## src/rtl/ins_fetch_ctrl.sv

```systemverilog
// Instruction fetch sequencer/arbiter: four byte reads assembled big-endian, shared with a byte loader.
// Optional one-entry instruction buffer enabled by defining INS_BUF_EN.
module ins_fetch_ctrl #(
  parameter int ADDR_W = 7
) (
  input  logic              clk,
  input  logic              rst_n,
  input  logic              fetch_req,
  input  logic [31:0]       fetch_pc,
  output logic              fetch_valid,
  output logic [31:0]       fetch_ins,
  output logic              fetch_err,
  input  logic              ld_valid,
  input  logic [ADDR_W-1:0] ld_addr,
  input  logic [7:0]        ld_data,
  output logic              ld_ready,
  output logic [ADDR_W-1:0] mem_addr,
  output logic              mem_rd,
  output logic              mem_wr,
  output logic [7:0]        mem_wdata,
  input  logic [7:0]        mem_rdata,
  output logic              busy
);

  typedef enum logic [1:0] {IDLE, RD, WT, DONE} state_t;

  state_t            state_reg, state_next;
  logic [1:0]        k_reg, k_next;
  logic [ADDR_W-1:0] pc_reg, pc_next;
  logic [23:0]       asm_reg, asm_next;
  logic [31:0]       ins_reg, ins_next;
  logic              err_reg, err_next;
  logic              pc_bad;

`ifdef INS_BUF_EN
  logic              buf_valid_reg, buf_valid_next;
  logic [ADDR_W-1:0] buf_pc_reg, buf_pc_next;
  logic [31:0]       buf_ins_reg, buf_ins_next;
  logic              buf_hit;
  assign buf_hit = buf_valid_reg && (fetch_pc[ADDR_W-1:0] == buf_pc_reg);
`endif

  assign pc_bad = (|fetch_pc[1:0]) || (|fetch_pc[31:ADDR_W]);

  always_ff @(posedge clk) begin
    if (!rst_n) begin
      state_reg <= IDLE;
      k_reg     <= '0;
      pc_reg    <= '0;
      asm_reg   <= '0;
      ins_reg   <= '0;
      err_reg   <= 1'b0;
`ifdef INS_BUF_EN
      buf_valid_reg <= 1'b0;
      buf_pc_reg    <= '0;
      buf_ins_reg   <= '0;
`endif
    end else begin
      state_reg <= state_next;
      k_reg     <= k_next;
      pc_reg    <= pc_next;
      asm_reg   <= asm_next;
      ins_reg   <= ins_next;
      err_reg   <= err_next;
`ifdef INS_BUF_EN
      buf_valid_reg <= buf_valid_next;
      buf_pc_reg    <= buf_pc_next;
      buf_ins_reg   <= buf_ins_next;
`endif
    end
  end

  always_comb begin
    state_next = state_reg;
    k_next     = k_reg;
    pc_next    = pc_reg;
    asm_next   = asm_reg;
    ins_next   = ins_reg;
    err_next   = err_reg;
    mem_rd     = 1'b0;
    ld_ready   = 1'b0;
`ifdef INS_BUF_EN
    buf_valid_next = buf_valid_reg;
    buf_pc_next    = buf_pc_reg;
    buf_ins_next   = buf_ins_reg;
`endif
    case (state_reg)
      IDLE: begin
        ld_ready = !fetch_req;
        if (fetch_req) begin
          if (pc_bad) begin
            state_next = DONE;
            ins_next   = '0;
            err_next   = 1'b1;
`ifdef INS_BUF_EN
          end else if (buf_hit) begin
            state_next = DONE;
            ins_next   = buf_ins_reg;
            err_next   = 1'b0;
`endif
          end else begin
            state_next = RD;
            k_next     = '0;
            pc_next    = fetch_pc[ADDR_W-1:0];
          end
        end
      end
      RD: begin
        mem_rd = 1'b1;
        // read data lags the strobe by one cycle, so byte k-1 arrives while issuing k
        if (k_reg != 2'd0) asm_next = {asm_reg[15:0], mem_rdata};
        k_next = k_reg + 2'd1;
        if (k_reg == 2'd3) state_next = WT;
      end
      WT: begin
        ins_next   = {asm_reg, mem_rdata};
        err_next   = 1'b0;
        state_next = DONE;
`ifdef INS_BUF_EN
        buf_valid_next = 1'b1;
        buf_pc_next    = pc_reg;
        buf_ins_next   = {asm_reg, mem_rdata};
`endif
      end
      DONE: begin
        ld_ready   = 1'b1;
        state_next = IDLE;
      end
      default: state_next = IDLE;
    endcase
`ifdef INS_BUF_EN
    // any loader write into the buffered word makes the copy stale
    if (ld_valid && ld_ready && (ld_addr[ADDR_W-1:2] == buf_pc_reg[ADDR_W-1:2]))
      buf_valid_next = 1'b0;
`endif
  end

  assign mem_wr      = ld_valid && ld_ready;
  assign mem_wdata   = mem_wr ? ld_data : 8'h00;
  assign mem_addr    = mem_rd ? (pc_reg + ADDR_W'(k_reg)) : (mem_wr ? ld_addr : '0);
  assign fetch_valid = (state_reg == DONE);
  assign fetch_ins   = ins_reg;
  assign fetch_err   = err_reg;
  assign busy        = (state_reg != IDLE);

endmodule

```

## config.mk

```make
export PLATFORM = sky130hd
export DESIGN_NAME = ins_fetch_ctrl
export DESIGN_NICKNAME = d
export VERILOG_FILES = /design/src/rtl/ins_fetch_ctrl.sv
export SDC_FILE = /design/constraint.sdc
export NUM_CORES = 1
export LEC_CHECK = 0
export CAP_MARGIN = 20
export CORE_MARGIN = 3
export CORE_UTILIZATION = 30
export DETAILED_ROUTE_END_ITERATION = 7
export PLACE_DENSITY = 0.68
export SLEW_MARGIN = 10
export SYNTH_ARGS = -nofsm -noshare
export SYNTH_HDL_FRONTEND = slang
export SYNTH_SLANG_ARGS = --single-unit
export TNS_END_PERCENT = 50
```

## constraint.sdc

```tcl
create_clock -name clk -period 2.8 [get_ports clk]
set_clock_uncertainty 0.2 [all_clocks]
set_input_delay 0.28 -clock clk [delete_from_list [all_inputs] [get_ports clk]]
set_output_delay 0.28 -clock clk [all_outputs]
set_load 0.005 [all_outputs]
```

# Word-level counts from Yosys, hierarchy flattened
# Index checks and enable logic that the tools add are counted.
# word_totals
reg_bits,68
elab_cells,50
in_bits,59
# op_classes
addsub,2
n_bitwise,1
eq_ne,8
muxes,18
n_reduce_logical,15
# op_table
cell,n
2-to-1 mux 32 bit,2
one-hot mux 32 bit (2 select lines),1
OR reduction 25 bit,1
2-to-1 mux 7 bit,2
2-to-1 mux 2 bit,5
AND reduction 3 bit,3
2-to-1 mux 8 bit,1
inequality test 2 bit (second input constant),4
one-hot mux 2 bit (4 select lines),1
nonzero test 2 bit,4
adder 7 x 2 -> 7 bit,1
equality test 2 bit (second input constant),3
one-hot mux 1 bit (2 select lines),2
one-hot mux 2 bit (2 select lines),1
AND reduction 2 bit,2
2-to-1 mux 1 bit,3
adder 2 x 1 -> 2 bit (second input constant),1
equality test 2 x 1 -> 1 bit (second input constant),1
logical NOT 2 bit,1
OR reduction 2 bit,1
logical AND 1 bit,1
logical NOT 1 bit,1
logical OR 1 bit,1
inverter 1 bit,1

# Depth between registers and ports, before layout
# logic_depth
word_depth,5
depth_mapped,9
mapped_depth_nobuf,7

# Worst setup path before layout
# OpenSTA, ideal clock, no wires.
# synth_timing
path_kind,reg-to-output
from,register state_reg[0]
to,output mem_addr[1]
t_required_ps,2320
stages_incl_launch_ff,8
path_slack_ps,750
n_path_buf,1
arrival_time_ps,1570
cell_sequence,dfxtp_1 -> inv_1 -> ha_1 -> nand2b_1 -> a211oi_2 -> clkbuf_1 -> nand3_1 -> o21ai_0
# synth_between
elab_chain_cells,5
elab_cells_between_ends,8
# synth_lines
element,line,text
start: declaration,27,"state_t state_reg, state_next;"
start signal: assignment,59,state_reg <= state_next;
equality test 2 bit / logical NOT 2 bit (equally long branches),87,case (state_reg)
one-hot mux 1 bit (2 select lines) *,87,
logical AND 1 bit *,138,assign mem_wr = ld_valid && ld_ready;
via mem_wr,19,"output logic mem_wr,"
2-to-1 mux 7 bit * (2 in a row),140,assign mem_addr = mem_rd ? (pc_reg + ADDR_W'(k_reg)) : (mem_wr ? ld_addr : '0);
end: declaration,17,"output logic [ADDR_W-1:0] mem_addr,"
# Mark *: on every way through the listed nets, which the timed path passes. The rest lies on a longest branch.

# Worst setup path in the final report
# layout_timing
from,register k_reg[0]
to,output mem_addr[6]
# layout_between
elab_chain_cells,2
# layout_lines
element,line,text
start: declaration,28,"logic [1:0] k_reg, k_next;"
start signal: assignment,60,k_reg <= k_next;
adder 7 x 2 -> 7 bit,140,
2-to-1 mux 7 bit,140,
# No other way between the ends.

==> impl_metrics.py <==
metrics = {
    "cts": {
        "h-tree-depth": 3,
        "cts_tree": "yes",
        "cts_sinks": 68,
        "clk_latency_ns": 0.34,
        "clock_path_buffers": 2,
        "clkTransAtPathRegs_ns": 0.08,
        "cts_root_buf": "clkbuf_8",
        "numCtsBuffers": 9,
    },
    "sta": {
        "timing.fmax_ghz": 0.366,
        "final.min_clock_period_ns": 2.73,
        "finalSetupViolations": 0,
        "post-route-period-util_pct": 97.6,
        "hold_viol": 0,
        "worstMarginPinSlew_ns": 0.685,
        "slew_violations": 0,
        "layout_setup_ws_ns": 0.0682,
        "relSlewSlack_pct": 54.4,
    },
    "layout": {
        "diodes": 0,
        "post-route-util_pct": 45.3,
        "nFillCells": 1077,
        "synthToLayoutAreaGrowth_pct": 44.6,
        "multi_input_area_um2": 1740,
        "final_nets": 555,
        "largest_reg_flops": 32,
        "drive_gt1_share_pct": 9.78,
        "ff_latch_area_um2": 1360,
    },
    "global_routing": {
        "grt_max_degree": 72,
        "grt_usage_pct": 14.1,
        "grt_pass1_wl_um": 14500,
        "antenna_found_initial": 0,
        "use_met2_pct": 23.4,
        "use_met1_pct": 17.7,
        "grt_pass1_vias": 2968,
        "met3_usage_pct": 3.07,
        "grt_most_used_layer": "met2",
        "grt_overflow": 0,
    },
    "floorplan": {
        "die-area_um2": 12200,
        "core.rowCount": 37,
        "start_util_pct": 31.3,
        "dieHeight_um": 110,
        "io_pins": 112,
        "core_area_um2": 10500,
        "die_x_um": 110,
    },
    "pwr": {
        "power.switching_fraction_pct": 32.2,
        "power.density_nw_per_um2": 615,
        "clkPwrFrac_pct": 28.8,
        "power_leakage_nw": 1.80,
        "ir_worst_vdd_mv": 0.454,
        "p_sw_uw": 936,
        "power.internal_mw": 1.98,
        "power_mw": 2.91,
        "p_comb_share_pct": 35.1,
        "seqPwrFrac_pct": 36.1,
    },
    "placement": {
        "place_ws_ns": 0.173,
        "dpl.hpwl_um": 6460,
        "gp_congestion": 0.734,
        "io_buffers": 111,
    },
    "hold_path": {
        "hp-class": "reg -> reg",
    },
    "logic_synthesis": {
        "syn-num-nets": 450,
        "synth_edf_count": 0,
        "yosysUniqueCellTypes": 40,
        "synth-main-ff-cell": "dfxtp_1",
        "yosys_warnings": 0,
        "yosysSeqAreaShare_pct": 41.6,
        "async_reset_ff_share_pct": 0,
        "yosys_register_bits": 68,
        "synthCells": 381,
        "synth_area_um2": 3270,
        "syn-mean-instance-area_um2": 8.59,
    },
    "detailed_routing": {
        "routed-via-count": 3000,
        "wire_per_inst_um": 14.1,
        "drt_iter0_drc": 147,
        "viasPerCell": 4.78,
        "drc_errors": 0,
        "wirelength_um": 8850,
        "firstDrtPassIters": 7,
        "drtAntennaViolNets": 0,
    },
    "worst_setup_path": {
        "crit_path_max_fanout": 3,
        "arrival_ns": 2.25,
        "worstPathRequired_ns": 2.32,
        "cp-start-kind": "register",
        "path_class": "reg -> out",
        "end_kind": "output pin",
    },
    "run_status": {
        "status": "completed",
    },
    "flow_run": {
        "maxCapViolCount": 0,
    },
}
==> what timing repair did <==
action                                 in CTS  in global routing
setup endpoints to repair                  15                 12
setup buffers                               1                  2
cloned                                      1                  0
hold buffers                                0                  0
endpoints found under the hold margin       0                  0
pin swaps                                   2                  0
resized for setup                           8                  8
==> layout by cell type, fill, tap and decap left out, types with 2 or more instances in the layout <==
cell type and instances:
nand2b_1 2, nor3_1 3, nand2_1 90, nor4_4 4, dlymetal6s2s_1 4, dfxtp_2 2, o21ai_0 14, buf_2 2
nand3_1 45, buf_4 8, nor2_1 2, dlygate4sd2_1 2, dfxtp_1 66, nand4b_1 3, inv_1 9, and3_1 2
a21oi_1 32, mux2i_1 32, clkdlybuf4s50_1 104, inv_6 2, xnor2_1 4, inv_2 2, ha_1 8, clkinv_2 2
o32ai_1 2, and2_1 8, nor4_2 2, clkbuf_8 11
==> cells by family after synthesis <==
| logic type | after synthesis | synth area share (%) |
|---|---|---|
| simple gates | 170 | 27.1 |
| mux | 32 | 9.79 |
| xor+xnor | 5 | 1.34 |
| fa+ha+maj | 10 | 4.05 |
| buf+inv | 40 | 6.27 |
| compound gates | 56 | 9.90 |
| flops | 68 | 41.6 |
==> Yosys cell counts (2+ instances only) <==
master	instances	area share (%)
and2_1	8	1.5
buf_2	5	0.76
nor3_1	3	0.46
nand4b_1	3	0.80
buf_12	3	1.8
nor4_2	2	0.76
a21oi_1	32	4.9
o21ai_0	14	2.1
mux2i_1	32	9.8
nor2_1	2	0.23
o32ai_1	2	0.54
ha_1	9	3.4
nand2b_1	3	0.57
nand3_1	45	6.9
clkbuf_1	20	2.3
nand2_1	90	10
xnor2_1	4	1.1
dfxtp_1	68	42
inv_1	11	1.3
nor4_4	4	2.6
and3_1	2	0.38
==> power groups by stage <==
| stage | Clock (mW) | Sequential [mW] | Combinational (mW) |
|---|---|---|---|
| finish | 0.840 | 1.05 | 1.02 |
| detailed placement | 0 | 1.07 | 0.966 |
| CTS | 0.860 | 1.05 | 1.00 |
| floorplan | 0 | 1.06 | 0.640 |
| global placement | 0 | 1.06 | 0.949 |
| global route | 0.906 | 1.06 | 1.10 |
==> layer usage <==
layer  share of wire (%)  up-vias
met5                   0        -
met4                 1.8        0
met3                 4.4       13
met2                  51       63
met1                  43     1416
li1                    -     1508
==> through the flow <==
step / area [um2] / TNS, ns / hold slack, ns / std cells
global placement: 4450 / 0 / 0.246 / 607
floorplan: 3270 / 0 / 0.216 / 381
CTS: 4690 / 0 / 0.263 / 625
global route: 4730 / -0.0130 / 0.290 / 627
detailed placement: 4450 / 0 / 0.251 / 607
finish: 4730 / 0 / 0.261 / 627
==> layout make-up <==
class,instances,share of cell area [%]
clock buffer,11,3.20
tap,136,3.59
sequential,68,28.8
multi-input combinational,273,36.7
inverter,12,0.951
clock inverter,5,1.22
timing repair buffer,122,25.6
==> path summary, 6_finish.rpt <==
kind	from	to	slack, ns	depth (start not counted)
worst max-delay path	k_reg[0]	mem_addr[6]	0.07	9
worst min register to register	fetch_ins[25]	fetch_ins[25]	0.26	2
worst min-delay path	fetch_ins[25]	fetch_ins[25]	0.26	2
worst max register to register	state_reg[1]	state_reg[1]	0.59	6
==> critical path, stage by stage, from the launching register on <==
cell and delay (ns):
dfxtp_2 0.35, ha_1 0.17, inv_1 0.06, fa_2 0.34
nand3b_1 0.20, buf_4 0.15, nor2_1 0.12, xnor2_1 0.15
o21ai_0 0.10, dlygate4sd2_1 0.29
Power figures use the tool's default switching activity.
